[src/rtl/core_mem_pkg.sv]
// rtl/core_mem_pkg.sv - shared owner encoding, tag struct and width defaults for the core memory port
package core_mem_pkg;

    localparam int CORE_ADDR_W = 14;
    localparam int CORE_DATA_W = 16;

    localparam logic OWN_IF = 1'b0;
    localparam logic OWN_DM = 1'b1;

    typedef struct packed {
        logic valid;
        logic owner;
    } tag_t;

endpackage

[src/rtl/resp_tag_pipe.sv]
// rtl/resp_tag_pipe.sv - MEM_LAT-deep {valid, owner} shift register tracking in-flight reads
//
// Ports:
//   clk, reset  clock, synchronous active-high reset (clears every tag)
//   push_tag    tag entering the pipe this cycle (always pushed)
//   inval_if    clears the valid bit of every IF-owned tag already in flight,
//               including the one emerging this cycle; push_tag is not affected
//   out_tag     tag aligned with the memory read data this cycle
module resp_tag_pipe
    import core_mem_pkg::*;
#(
    parameter int MEM_LAT = 1
) (
    input  logic clk,
    input  logic reset,
    input  tag_t push_tag,
    input  logic inval_if,
    output tag_t out_tag
);

    tag_t pipe      [MEM_LAT];
    tag_t pipe_next [MEM_LAT];

    always_comb begin
        pipe_next[0] = push_tag;
        for (int i = 1; i < MEM_LAT; i++) begin
            pipe_next[i] = pipe[i-1];
            if (inval_if && pipe[i-1].owner == OWN_IF) begin
                pipe_next[i].valid = 1'b0;
            end
        end
    end

    always_ff @(posedge clk) begin
        for (int i = 0; i < MEM_LAT; i++) begin
            if (reset) begin
                pipe[i] <= '0;
            end else begin
                pipe[i] <= pipe_next[i];
            end
        end
    end

    // The emerging tag is dropped in the flush cycle itself, not one cycle later.
    always_comb begin
        out_tag = pipe[MEM_LAT-1];
        if (inval_if && pipe[MEM_LAT-1].owner == OWN_IF) begin
            out_tag.valid = 1'b0;
        end
    end

endmodule

[src/rtl/imem_dmem_port_arbiter.sv]
// rtl/imem_dmem_port_arbiter.sv - shares one pipelined memory port between fetch and memory stages
//
// Ports:
//   clk, reset                         clock, synchronous active-high reset
//   if_req/if_addr                     fetch read request
//   if_gnt/if_rvalid/if_rdata          fetch grant and read response
//   flush_if                           drop all in-flight fetch responses
//   dm_req/dm_we/dm_addr/dm_wdata      data request (read or write)
//   dm_gnt/dm_rvalid/dm_rdata          data grant and read response
//   mem_en/mem_we/mem_addr/mem_wdata   memory drive
//   mem_rdata                          memory read data, MEM_LAT cycles after a read
//   stall_if/stall_dm                  request pending but not granted
module imem_dmem_port_arbiter
    import core_mem_pkg::*;
#(
    parameter int ADDR_W        = CORE_ADDR_W,
    parameter int DATA_W        = CORE_DATA_W,
    parameter int MEM_LAT       = 1,
    parameter int MAX_DM_STREAK = 4
) (
    input  logic              clk,
    input  logic              reset,
    input  logic              if_req,
    input  logic [ADDR_W-1:0] if_addr,
    output logic              if_gnt,
    output logic              if_rvalid,
    output logic [DATA_W-1:0] if_rdata,
    input  logic              flush_if,
    input  logic              dm_req,
    input  logic              dm_we,
    input  logic [ADDR_W-1:0] dm_addr,
    input  logic [DATA_W-1:0] dm_wdata,
    output logic              dm_gnt,
    output logic              dm_rvalid,
    output logic [DATA_W-1:0] dm_rdata,
    output logic              mem_en,
    output logic              mem_we,
    output logic [ADDR_W-1:0] mem_addr,
    output logic [DATA_W-1:0] mem_wdata,
    input  logic [DATA_W-1:0] mem_rdata,
    output logic              stall_if,
    output logic              stall_dm
);

    localparam int STREAK_W = $clog2(MAX_DM_STREAK + 1);
    localparam logic [STREAK_W-1:0] STREAK_MAX = STREAK_W'(MAX_DM_STREAK);

    logic [STREAK_W-1:0] streak;
    logic                if_wins;
    tag_t                push_tag;
    tag_t                out_tag;

    // Data side has priority unless fetch has already waited out a full streak.
    always_comb begin
        if_wins  = if_req && (!dm_req || streak == STREAK_MAX);
        if_gnt   = !reset && if_wins;
        dm_gnt   = !reset && dm_req && !if_wins;
        stall_if = if_req && !if_gnt;
        stall_dm = dm_req && !dm_gnt;
    end

    always_ff @(posedge clk) begin
        if (reset || if_gnt || !if_req) begin
            streak <= '0;
        end else if (dm_gnt && streak != STREAK_MAX) begin
            streak <= streak + 1'b1;
        end
    end

    always_comb begin
        mem_en    = if_gnt || dm_gnt;
        mem_we    = dm_gnt && dm_we;
        mem_addr  = dm_gnt ? dm_addr : if_addr;
        mem_wdata = dm_gnt ? dm_wdata : '0;
    end

    always_comb begin
        push_tag.valid = if_gnt || (dm_gnt && !dm_we);
        push_tag.owner = dm_gnt ? OWN_DM : OWN_IF;
    end

    resp_tag_pipe #(
        .MEM_LAT (MEM_LAT)
    ) u_tag_pipe (
        .clk      (clk),
        .reset    (reset),
        .push_tag (push_tag),
        .inval_if (flush_if),
        .out_tag  (out_tag)
    );

    // Responses emerging while reset is held belong to reads that are being dropped.
    always_comb begin
        if_rvalid = !reset && out_tag.valid && out_tag.owner == OWN_IF;
        dm_rvalid = !reset && out_tag.valid && out_tag.owner == OWN_DM;
        if_rdata  = mem_rdata;
        dm_rdata  = mem_rdata;
    end

endmodule

[config.mk]
export PLATFORM = sky130hd
export DESIGN_NAME = imem_dmem_port_arbiter
export DESIGN_NICKNAME = d
export VERILOG_FILES = /design/src/rtl/core_mem_pkg.sv /design/src/rtl/resp_tag_pipe.sv /design/src/rtl/imem_dmem_port_arbiter.sv
export SDC_FILE = /design/constraint.sdc
export NUM_CORES = 1
export LEC_CHECK = 0
export ABC_CLOCK_PERIOD_IN_PS = 2500
export CAP_MARGIN = 20
export CELL_PAD_IN_SITES_DETAIL_PLACEMENT = 0
export CELL_PAD_IN_SITES_GLOBAL_PLACEMENT = 1
export CORE_UTILIZATION = 12
export DETAILED_ROUTE_END_ITERATION = 8
export PLACE_DENSITY = 0.77
export SLEW_MARGIN = 10
export SYNTH_ARGS = -nofsm -noshare
export SYNTH_HDL_FRONTEND = slang
export SYNTH_SLANG_ARGS = --single-unit
[constraint.sdc]
create_clock -name clk -period 2.5 [get_ports clk]
set_input_delay 0.625 -clock clk [delete_from_list [all_inputs] [get_ports clk]]
set_output_delay 0.625 -clock clk [all_outputs]
set_load 0.02 [all_outputs]
**Word level (Yosys, flattened, before mapping)**

Memory sizes are Yosys's and may differ from the RTL's.
Index checks and enable logic that the tools add are counted.

- RAM bits: 2
- Register bits after elaboration: 3
- Input bits: 66
- Output and inout port bits: 70
- Memories kept: 1

Memories:

| memory | depth | width | read ports | clocked after memory_dff | wr ports | RTL line | RTL |
|---|---|---|---|---|---|---|---|
| u_tag_pipe.pipe | 1 | 2 | 1 | 0 | 1 | resp_tag_pipe.sv:21 | `tag_t pipe [MEM_LAT];` |

- Bitwise operators: 1
- Add/subtract/negate cells: 1
- Reduce and logical (&&, ||, !) cells: 26
- Mux-type cells: 9
- Eq/ne operators: 2

Operator list:

| kind | number |
|---|---|
| two-way mux 16 bit | 1 |
| two-way mux 14 bit | 1 |
| logical AND 1 bit | 13 |
| logical NOT 1 bit | 7 |
| two-way mux 1 bit | 6 |
| logical OR 1 bit | 5 |
| adder 3 x 1 -> 3 bit, second input constant | 1 |
| == test 3 bit, second input constant | 1 |
| != test 3 bit, second input constant | 1 |
| two-way mux 2 bit | 1 |
| OR reduction 2 bit | 1 |
| inverter 1 bit | 1 |

**Longest topological paths before layout**

Gate-level depths: netlist of the first run.

- Depth after elaboration: 8
- Gate-level depth with buffers: 5
- Depth with buffers taken out: 5

**By module**

A second synthesis of the first run with hierarchy kept.

- Cells, all modules: 100
- Area total of the unflattened synthesis: 868.3 µm²

Modules (own cells, without submodules):

| module | area an instance (µm²) | sequential area each (µm²) | times used | cells an instance |
|---|---|---|---|---|
| imem_dmem_port_arbiter | 797.0 | 60.1 | 1 | 93 |
| resp_tag_pipe | 71.3 | 40.0 | 1 | 7 |

**Worst setup path before layout of the first run**

Ideal clock, no wire load.

- Path kind: input -> output
- From: input reset
- To: output mem_addr[12]
- Arrival: 1.554 ns
- Stages: 4
- Required time: 1.875 ns
- Setup slack: 0.321 ns
- Cell sequence: nand2b_4 -> a31oi_4 -> buf_4 -> mux2_1

- Cells in the longest elaborated chain, start to end: 4

RTL lines:

| element | RTL line | RTL |
|---|---|---|
| start, declared | imem_dmem_port_arbiter.sv:22 | `input logic reset,` |
| logical NOT 1 bit | imem_dmem_port_arbiter.sv:57 | `dm_gnt = !reset && dm_req && !if_wins;` |
| logical AND 1 bit (2 in a row) | imem_dmem_port_arbiter.sv:57 |  |
| two-way mux 14 bit | imem_dmem_port_arbiter.sv:73 | `mem_addr = dm_gnt ? dm_addr : if_addr;` |
| end, declared | imem_dmem_port_arbiter.sv:38 | `output logic [ADDR_W-1:0] mem_addr,` |

No other way between the ends.

**Worst setup path after layout of the first run**

- From: input reset
- To: output mem_addr[4]

The elaborated chain is that of the path after synthesis.

==> results, run 1 <==
- The flow ran to the end, but the final reports show violations.
- The final reports fail on design-rule violations.
- The top flip-flop cell by instance count after synthesis is sky130_fd_sc_hd__dfxtp_1.
- The worst register-to-register path has a depth of 6.
- In this run the vertical extent of the chip is 83.9 um.
- The first global-routing pass estimated 4.26 mm of wire.
- The static leakage is 0.731 nW.
- The final period demand of the worst path is 2.44 ns.
- Yosys mapped a number of flops with a built-in enable equal to 0.
- The total overflow left after global routing is 0.
- A synthesized cell averages 8.48 um^2.
- In this run the worst setup path terminates at mem_addr[4].
- After synthesis, the most frequently instantiated cells are sky130_fd_sc_hd__buf_4, sky130_fd_sc_hd__and2_1, sky130_fd_sc_hd__mux2_1.
- After clock tree synthesis, the clock-pin slew on the worst setup and hold paths is 0.03 ns.
- The standard cell area after detailed placement is 1570 um^2.
- Port buffering added 87 buffers.
- CTS built an H-tree with a depth of 1.
- The share of the synthesized area in the top cell type is 30.7%.
- The tightest hold path in the finished design has a slack of 0.516 ns.
- The antenna diode count is 0.
- The net count after synthesis is 163.
- The number of setup violations in the final report is 0.
- The transition at the pin with the smallest max-transition slack is 0.249 ns.
- The count of routing violations after the opening detailed-route iteration is 35.
- The number of hold buffers added after cts is 0.
- The number of global-route vias before repair came to 817.
- For the worst setup path, the data required time is 1.88 ns.
- The final setup skew is 0.00313 ns.
- Summed over all nets, the half-perimeter wirelength after detailed placement is 2.07 mm.
- Yosys attributes the largest share of cell area to sky130_fd_sc_hd__buf_4, sky130_fd_sc_hd__mux2_1, sky130_fd_sc_hd__and2_1.
- The instance count of the mapped netlist is 95.
- The startpoint of the lowest-slack register-to-register path is streak[1]$_SDFFE_PP0P_.
- The path class of the tightest hold or removal check is reg -> reg.
- The worst path arrival time is 1.82 ns.
- The die covers 7050 um^2.
- Excluding fillers, the count of instances in the completed layout stands at 240.
- The number of max-slew violations in the final report is 0.
- Across the VDD grid, the largest voltage drop is 457 uV.
- Dividing the detail-routed wire length by the instance count gives 11.8 um.
- After the last flow step, the layout net total stands at 232.
- From synthesis to final layout, the design area changed by 101%.
- The overall routing resource usage is 7.71%.
- Once the floorplan was initialized, standard cells occupied 12.5% of the core.
- The count of endpoints failing hold in the final timing report is 0.
- The largest area contributor in the netlist is sky130_fd_sc_hd__buf_4.
- STA classifies the critical path startpoint as an input pin.
- The setup slack of the most critical reg-to-reg path is 1.22 ns.
- The design draws 483 uW.
- In the routed design, unresolved DRC markers number 28.
- Routability-driven placement finished with a final weighted congestion of 0.709.
- The die is 83.9 um wide.
- The row count is 29.
- The buffer levels on the longest clock path is 2.
- The cell count after placement is 231.
- The number of vias after detailed routing is 844.
- The clock tree root driver cell is sky130_fd_sc_hd__clkbuf_8.
- The worst register-to-register path ends at u_tag_pipe.pipe[0][1]$_SDFF_PP0_.
- For this design, the sink count on the clock tree is 5.
- The overall routed net length is 2.83 mm.
- Sequential elements use 12.4% of the synthesized area.
- During synthesis, Yosys emitted a total of 0 warnings.
- The most frequent cell after synthesis is sky130_fd_sc_hd__buf_4.
- The part of the cycle the worst path needs is 97.7%.
- Clock tree synthesis inserted a total of 3 buffers.
- The first TritonRoute pass finished after 6 iterations.
- Setup repair after global routing left no endpoint under its margin.
- TritonCTS built the clock tree.
- In the routed layout, each cell is associated on average with a via count of 3.52.
- Tracing the worst setup path back leads to its startpoint at reset.
- The power per cell area is 299 nW/um^2.
- Synthesis inferred 5 register bits.
- After synthesis, the share of flip-flops with an asynchronous set or reset is 0%.
- Of all nets on the critical path, the largest fanout is 4.
- The worst hold path passes through 2 cells.
- STA classifies the critical path endpoint as an output pin.
- In this run, distinct cell masters in the synthesized netlist total 23.
- The relative slew slack is 83.2%.
- The maximum number of pins on one net before global-route repair is 17.
- After synthesis the cells add up to 806 um^2.
- The post-detailed-route count of antenna-violating nets is 0.
- Based on the critical path, the design can be clocked at up to 410 MHz.
- In the final layout, the share of cells above drive strength 1 is 35.0%.
- The number of antenna violations at the first check in global routing is 0.
- The total non-filler cell area in the finished layout is 1620 um^2.
- The number of max-cap violations is 0.
- The core region area is 6420 um^2.
- At the later pin of the worst-skew pair, clock insertion delay measures 0.22 ns.
- 136 I/O pins were placed.
- The worst setup path is of the in -> out kind.
routing by layer:
| layer | vias up | wire [um] | GRT usage (%) |
|---|---|---|---|
| met5 | - | 0 | 0 |
| met2 | 69 | 1350 | 14.0 |
| met4 | 0 | 12 | 1.25 |
| met1 | 353 | 1010 | 8.12 |
| met3 | 2 | 464 | 3.76 |
| li1 | 420 | - | - |
per-stage QoR:
stage	setup slack [ns]	util (%)	TNS, ns
floorplan	0.321	-	0
global placement	-0.654	24.5	-18.57
detailed placement	-0.652	24.5	-18.62
CTS	0.000819	25.5	0
global route	0.0196	25.2	0
finish	0.0586	25.2	0
flip-flops by register name, indices dropped and copies added, names as in the netlist:
register	cells
streak	3
u_tag_pipe.pipe	2
repair_timing:
action                     CTS  global route
gates cloned                 3             0
pin swaps                    1             1
buffers inserted             2             0
setup endpoints to repair   38            10
resized for setup          146             6
worst max-delay path, stage by stage:
cell and delay, ns:
sky130_fd_sc_hd__buf_2 0.10, sky130_fd_sc_hd__nand2b_4 0.14, sky130_fd_sc_hd__a31oi_4 0.16, sky130_fd_sc_hd__buf_12 0.15, sky130_fd_sc_hd__buf_12 0.10, sky130_fd_sc_hd__buf_16 0.10, sky130_fd_sc_hd__mux2_4 0.30, sky130_fd_sc_hd__buf_6 0.13
layout by cell type, fill, tap and decap left out, types with 2 or more instances in the layout:
| cell | n |
|---|---|
| sky130_fd_sc_hd__and2_1 | 17 |
| sky130_fd_sc_hd__buf_12 | 3 |
| sky130_fd_sc_hd__buf_16 | 2 |
| sky130_fd_sc_hd__buf_2 | 28 |
| sky130_fd_sc_hd__buf_4 | 6 |
| sky130_fd_sc_hd__buf_6 | 4 |
| sky130_fd_sc_hd__clkbuf_8 | 3 |
| sky130_fd_sc_hd__clkdlybuf4s50_1 | 48 |
| sky130_fd_sc_hd__dfxtp_1 | 5 |
| sky130_fd_sc_hd__dlygate4sd2_1 | 6 |
| sky130_fd_sc_hd__inv_1 | 2 |
| sky130_fd_sc_hd__mux2_1 | 8 |
| sky130_fd_sc_hd__mux2_2 | 2 |
| sky130_fd_sc_hd__mux2_4 | 4 |
| sky130_fd_sc_hd__nand2_1 | 2 |
| sky130_fd_sc_hd__nor2_1 | 4 |
| sky130_fd_sc_hd__nor2b_1 | 3 |
cell type report:
| type | count | area, um^2 |
|---|---|---|
| Multi-Input combinational cell | 53 | 452 |
| Sequential cell | 5 | 100 |
| Tap cell | 77 | 96.3 |
| Inverter | 2 | 7.51 |
| Timing Repair Buffer | 99 | 916 |
| Clock buffer | 4 | 45.0 |
| Fill cell | 697 | 4810 |
logic make-up after synthesis:
kind of cell               synth area share, %
buffers and inverters                     33.7
and+or+nand+nor                           25.0
muxes                                     20.8
DFF                                       12.4
AOI/OAI and AO/OA                         4.97
adders and majority gates                 3.11
worst min path at each step:
stage                                start                     end
floorplan           streak[0]$_SDFFE_PP0P_  streak[0]$_SDFFE_PP0P_
global placement    streak[0]$_SDFFE_PP0P_  streak[0]$_SDFFE_PP0P_
detailed placement  streak[0]$_SDFFE_PP0P_  streak[0]$_SDFFE_PP0P_
CTS                 streak[0]$_SDFFE_PP0P_  streak[0]$_SDFFE_PP0P_
global route        streak[0]$_SDFFE_PP0P_  streak[0]$_SDFFE_PP0P_
finish              streak[0]$_SDFFE_PP0P_  streak[0]$_SDFFE_PP0P_
power breakdown:
| group | internal [mW] | switching, mW | leakage [nW] |
|---|---|---|---|
| clock network | 0.109 | 0.0370 | 0.0228 |
| registers | 0.0832 | 0.00144 | 0.0410 |
| logic | 0.153 | 0.0993 | 0.667 |
| total | 0.345 | 0.138 | 0.731 |
Note: power is estimated with default switching activity, not from simulation.
==> run 2, diff against run 1 <==
Settings changed: ABC_CLOCK_PERIOD_IN_PS 2500 to 3030, CORE_UTILIZATION 12 to 13, PLACE_DENSITY 0.77 to 0.83, SKIP_CTS_REPAIR_TIMING set to 1.
Clock period 2.5 ns to 3.03 ns, I/O delays scaled along.
==> results, run 2 (synthesis results as in run 1) <==
- The total power of the final layout is 396 uW.
- The number of antenna violations at the first check in global routing is 0.
- The launch instance of the worst min-delay path is streak[0]$_SDFFE_PP0P_.
- The root buffer cell chosen for the clock tree is sky130_fd_sc_hd__clkbuf_8.
- The worst hold path terminates at streak[0]$_SDFFE_PP0P_.
- The first-pass GRT wire length is 3.04 mm.
- The worst hold path cell count is 1.
- During I/O placement, the number of pins put on the boundary was 136.
- The peak supply drop is 259 uV.
- Of the available clock period, the critical path in the final layout requires 97.9%.
- Counting I/O delays and the setup requirement, the final critical path takes 2.97 ns.
- The latest clock arrival within the worst-skew pair is 0.22 ns.
- Leaving out fill and tap cells, the most frequent cell in the layout is sky130_fd_sc_hd__clkdlybuf4s50_1.
- The die width is 80.7 um.
- 0 antenna diodes ended up in the layout.
- The die height is 80.7 um.
- The count of routing violations after the opening detailed-route iteration is 5.
- Global routing used 5.85% of the available tracks across all layers.
- The initial utilization of the core area, before any placement, comes to 13.5%.
- Ranked by flip-flop count, first place goes to streak.
- Max-cap violations in this run came to 0.
- The largest stage delay on the critical path is 0.59 ns.
- Setup violations remaining at the end of the flow were counted as 0.
- The number of remaining DRC errors is 0.
- Entering global routing, the biggest net connects 23 pins.
- The final cell count without fillers is 236.
- The startpoint of the most critical setup path is reset.
- In this run the critical register-to-register path is launched from streak[0]$_SDFFE_PP0P_.
- The number of max-slew violations in the final report is 0.
- The class of the tightest hold or removal check is reg -> reg.
- The worst setup path is launched from an input pin.
- The critical path start-end classification is in -> out.
- The relative slew slack is 80.9%.
- The maximum level of the CTS H-tree is 1.
- The overall routed net length is 2.45 mm.
- Counting cells, the worst reg-to-reg path comes to 5.
- The critical path goes through dlymetal6s2s_1, nand2b_4, a31oi_4, buf_12, buf_4, and2_1, clkdlybuf4s50_1.
- The register with the most flip-flops in the layout has 3 of them.
- The routed wirelength normalized by instance count is 10.4 um.
- The post-route netlist has 12.4% of its cells at a drive strength greater than 1.
- The run finished with clean final reports.
- In the final design database the tool counted 230 nets.
- The count of buffers inserted at the top-level ports is 87.
- Routability-driven placement finished with a final weighted congestion of 0.709.
- In this run the remaining antenna-violating nets after routing total 0.
- The number of global-route vias before repair is 696.
- Setup repair after global routing left no endpoint under its margin.
- The count of endpoints failing hold in the final timing report is 0.
- In this design, the largest share of critical-path delay is due to buffers and inverters.
- The cell count after placement is 229.
- The total clock sinks is 5.
- The static leakage is 0.796 nW.
- The final setup skew is 0.00247 ns.
- For the pin with the worst max-slew slack, the measured transition is 0.282 ns.
- The highest clock frequency the design can meet is 337 MHz.
- The CTS tree is built.
- The worst path arrival time is 2.21 ns.
- The number of vias per cell is 3.53.
- The floorplan has 28 rows.
- The die area is 6520 um^2.
- Clock tree synthesis inserted a total of 3 buffers.
- The total area inside the core boundary comes to 5960 um^2.
- In the layout the commonest cells are sky130_fd_sc_hd__clkdlybuf4s50_1, sky130_fd_sc_hd__and2_1, sky130_fd_sc_hd__dlymetal6s2s_1.
- The number of search-and-repair iterations in the first detailed-routing pass is 3.
- For this design, the slowest cell found on the critical path is sky130_fd_sc_hd__clkdlybuf4s50_1.
- The worst reg2reg path endpoint is u_tag_pipe.pipe[0][1]$_SDFF_PP0_.
- After clock tree synthesis, the clock-pin slew on the worst setup and hold paths is 0.03 ns.
- The power per cell area is 231 nW/um^2.
- The area growth from synthesis to layout is 112%.
- The worst-path maximum fanout is 11.
- The detailed router placed 833 vias in this run.
- STA puts the critical path data required time at 2.27 ns.
- Once detailed placement completed, the half-perimeter wirelength came to 1.85 mm.
- Counting along the longest clock path gives a buffer depth of 2.
- The sort of element at the end of the critical path is an output pin.
- The setup slack of the most critical reg-to-reg path is 1.81 ns.
- The number of buffer and inverter instances along the worst setup path is 4.
- The sum of overflow across all layers after global routing is 0.
- The largest registers in the layout are streak x3, u_tag_pipe.pipe x2.
[run 2: layer usage]
layer  up-vias  routed length, um  GRT usage [%]  part of all wire [%]
met5         -                  0              0                     0
met4         0                 14           1.79                  0.57
met3         3                335           2.36                    14
met2        58               1170           10.6                    48
met1       363                925           6.17                    38
li1        409                  -              -                     -
[run 2: layout make-up]
cell class	instances	area, um^2
multi-input combinational	53	438
tap	75	93.8
fill	627	4240
sequential	5	100
inverter	2	7.51
timing repair buffer	97	1030
clock buffer	4	45.0
[run 2: worst max path at each step]
stage               slack, ns             to  depth (start not counted)
CTS                     -0.36    mem_addr[0]                          6
floorplan                0.59   mem_addr[12]                          4
global route            0.007  mem_wdata[12]                          7
global placement        -0.34    mem_addr[3]                          6
detailed placement      -0.36    mem_addr[0]                          6
finish                   0.06  mem_wdata[12]                          7
[run 2: where the power goes]
part	switching [mW]	total (mW)	internal (mW)
Sequential	0.00108	0.0697	0.0686
Combinational	0.0762	0.207	0.131
Clock	0.0292	0.119	0.0900
[run 2: stage by stage]
stage	setup TNS (ns)	util, %	hold WS [ns]	instance area (um^2)	worst slack, ns
detailed placement	-8.68	26.4	0.448	1570	-0.359
global route	0	28.7	0.459	1710	0.00659
floorplan	0	-	0.425	806	0.586
global placement	-8.37	26.4	0.443	1570	-0.342
CTS	-8.78	27.1	0.453	1620	-0.359
finish	0	28.7	0.448	1710	0.0629
==> run 3, diff against run 2 <==
Settings changed: CORE_ASPECT_RATIO set to 1.2, CORE_UTILIZATION 13 to 14, SYNTH_HIERARCHICAL set to 1.
==> results, run 3 <==
- The path class of the tightest hold or removal check is reg -> reg.
- The initial utilization of the core area, before any placement, comes to 14.4%.
- The worst pin sits at a relative slew slack of 82.9%.
- The number of max-slew violations in the final report is 0.
- The total clock sinks is 5.
- The count of unique library cells instantiated by Yosys is 21.
- Compared with the post-synthesis result, the final layout area differs by 104%.
- The final route contains 815 vias.
- The buffer levels on the longest clock path is 2.
- The die is 73.9 um wide.
- The floorplan step defined a core boundary enclosing 6010 um^2.
- On the final layout, the worst clock skew is 0.000527 ns.
- The sum of overflow across all layers after global routing is 0.
- The routed design has 2.51 mm of wire.
- The most frequent cell after synthesis is sky130_fd_sc_hd__buf_4.
- IR analysis of the VDD net gives a maximum drop of 216 uV.
- Detailed placement finished with a half-perimeter wire length of 2.03 mm.
- The Yosys warning count is 6.
- Clock latency on the worst-skew pair, taken at its later pin, is 0.22 ns.
- The worst path in the final design needs a cycle of 2.94 ns, including I/O delays and setup.
- Counting the buffers created by CTS gives 3.
- The part of the cycle the worst path needs is 96.9%.
- The synthesized design spends more area on one cell type than any other, namely sky130_fd_sc_hd__buf_4.
- The final layout contains 235 nets.
- Synthesis inferred 5 register bits.
- Summing every instance area after synthesis gives 868 um^2.
- The flip-flop count of the largest register, all copies and words added is 3.
- The multi-input combinational cells in the finished layout cover a total of 477 um^2.
- The required time of the critical path is 2.27 ns.
- The instance count of the mapped netlist is 100.
- The number of antenna violations at the first check in global routing came to 0.
- The count of nets left with antenna violations once routing finished came out at 0.
- The top flip-flop cell by instance count after synthesis is sky130_fd_sc_hd__dfxtp_1.
- The flow ran to the end, and the final reports show no timing, DRC or antenna violations.
- The layout has 661 filler cells.
- The die is 88.3 um tall.
- The routability congestion estimate is 0.706.
- Sorting the synthesized cells by area gives the leading types as sky130_fd_sc_hd__buf_4, sky130_fd_sc_hd__mux2_4, sky130_fd_sc_hd__and2_1.
- For the pin with the worst max-slew slack, the measured transition is 0.257 ns.
- The clock transition time at the flip-flop clock pins of the worst setup and hold paths is 0.03 ns.
- The first global-routing pass estimated 3.53 mm of wire.
- In this run the biggest area consumer among cell types represents 28.5% of the synthesized area.
- The number of global-route vias before repair came to 774.
- By count the netlist is led by sky130_fd_sc_hd__buf_4, sky130_fd_sc_hd__and2_1, sky130_fd_sc_hd__mux2_4.
- Along the worst path, the maximum fanout reaches 6.
- The highest clock frequency the design can meet is 341 MHz.
- In the layout the commonest cells are sky130_fd_sc_hd__clkdlybuf4s50_1, sky130_fd_sc_hd__dlymetal6s2s_1, sky130_fd_sc_hd__and2_1.
- After floorplanning, the core was divided into 31 placement rows.
- The tool flagged a number of max-cap violations equal to 0.
- By startpoint and endpoint, the worst setup path is classified as in -> out.
- Setup violations remaining at the end of the flow were counted as 0.
- The count of endpoints failing hold in the final timing report is 0.
- The element type at the critical path start is an input pin.
- The library cell used most frequently in the layout, excluding fill and tap cells, is sky130_fd_sc_hd__clkdlybuf4s50_1.
- The power per cell area is 230 nW/um^2.
- The tree is rooted in a sky130_fd_sc_hd__clkbuf_8.
- More flip-flops sit in one register than any other, and that register is streak.
- Each instance of the synthesized netlist takes up on average 8.68 um^2.
- For this design the static power due to leakage is 0.915 nW.
- For this run, asynchronously set or reset flops after synthesis account for 0%.
- Yosys mapped a number of flops with a built-in enable equal to 0.
- Global routing used 6.94% of the available tracks across all layers.
- The setup slack of the most critical reg-to-reg path is 1.63 ns.
- In this run, the number of DRC markers left after iteration 0 of detailed routing was 9.
- The die covers 6520 um^2.
- STA classifies the critical path endpoint as an output pin.
- The count of boundary I/O pins is 136.
- Across the whole layout, storage elements account for 100 um^2.
- After detailed routing, the number of vias per cell comes to 3.29.
- The antenna diode count is 0.
- Timing analysis after detailed placement gives a worst setup slack of -0.397 ns.
- The number of search-and-repair iterations in the first detailed-routing pass is 4.
- In the final layout, the share of cells above drive strength 1 is 18.7%.
- In the final layout, the registers with the most flip-flops are streak x3, u_tag_pipe/pipe x2.
- The worst-case hold slack is 0.438 ns.
- After detailed routing, the number of remaining DRC violations is 0.
- For this run, the register share of the synthesized area comes to 11.5%.
- Setup slack on the critical path of the routed design comes to 0.0942 ns.
- At the worst endpoint, the arrival time is 2.18 ns.
- The net count after synthesis is 168.
- The maximum level of the CTS H-tree is 1.
- The count of buffers inserted at the top-level ports is 87.
- The CTS tree is built.
- The routed wirelength normalized by instance count is 10.1 um.
- Setup repair after global routing left no endpoint under its margin.
- Entering global routing, the biggest net connects 26 pins.
[run 3: changes by cell type in the layout (fill, tap and decap cells not counted), moves of 2 or more]
cell                              change
sky130_fd_sc_hd__nor2b_1              +2
sky130_fd_sc_hd__dlymetal6s2s_1       +4
sky130_fd_sc_hd__mux2_4               +9
sky130_fd_sc_hd__buf_6                -3
sky130_fd_sc_hd__mux2_1              -10
sky130_fd_sc_hd__clkdlybuf4s50_1      -4
sky130_fd_sc_hd__a21boi_1             +2
sky130_fd_sc_hd__inv_1                +3
sky130_fd_sc_hd__buf_4                +3
[run 3: layout make-up]
class,count,share of cell area [%]
well taps,82,5.78
inverters,5,1.06
multi-input cells,54,26.9
repair buffers,98,58.1
clock buffers,4,2.54
flip-flops and latches,5,5.64
[run 3: cell families after synthesis]
kind of cell	after synthesis	synth area share (%)
adder cells (fa/ha/maj)	2	2.88
buffers and inverters	41	33.6
multiplexers	15	23.6
AO/OA/AOI/OAI	4	5.04
AND/OR/NAND/NOR	33	23.3
flip-flops	5	11.5
[run 3: final timing paths]
kind | from | end | cells after the start
max | reset | mem_addr[13] | 8
max reg2reg | streak[0]$_SDFFE_PP0P_ | u_tag_pipe/pipe[0][0]$_SDFF_PP0_ | 6
min reg2reg | streak[0]$_SDFFE_PP0P_ | streak[0]$_SDFFE_PP0P_ | 1
min | streak[0]$_SDFFE_PP0P_ | streak[0]$_SDFFE_PP0P_ | 1
[run 3: critical path: stages]
cell and delay (ns):
sky130_fd_sc_hd__dlymetal6s2s_1 0.14, sky130_fd_sc_hd__nand2b_4 0.15, sky130_fd_sc_hd__a31oi_4 0.19, sky130_fd_sc_hd__buf_12 0.14, sky130_fd_sc_hd__buf_4 0.13, sky130_fd_sc_hd__buf_4 0.13
sky130_fd_sc_hd__mux2_2 0.32, sky130_fd_sc_hd__dlymetal6s2s_1 0.21
[run 3: per-stage QoR]
| stage | cell area [um^2] | instances | TNS [ns] | total power, mW | utilization (%) |
|---|---|---|---|---|---|
| finish | 1770 | 248 | 0 | 0.408 | 29.5 |
| global route | 1770 | 248 | 0 | 0.431 | 29.5 |
| CTS | 1680 | 244 | -9.72 | 0.412 | 27.9 |
| detailed placement | 1630 | 240 | -9.64 | 0.285 | 27.2 |
| global placement | 1630 | 240 | -9.15 | 0.284 | 27.2 |
| floorplan | 868 | 100 | 0 | 0.219 | - |
[run 3: power breakdown]
group	switching (mW)	internal, mW
Clock	0.0329	0.0903
Sequential	0.000924	0.0681
Combinational	0.0782	0.137
[run 3: metal layers]
metal	track usage [%]	part of all wire, %	vias to the layer above
li1	-	-	416
met1	7.60	35	354
met2	12.7	56	41
met3	2.16	7.6	4
met4	2.10	0.68	0
met5	0	0	-
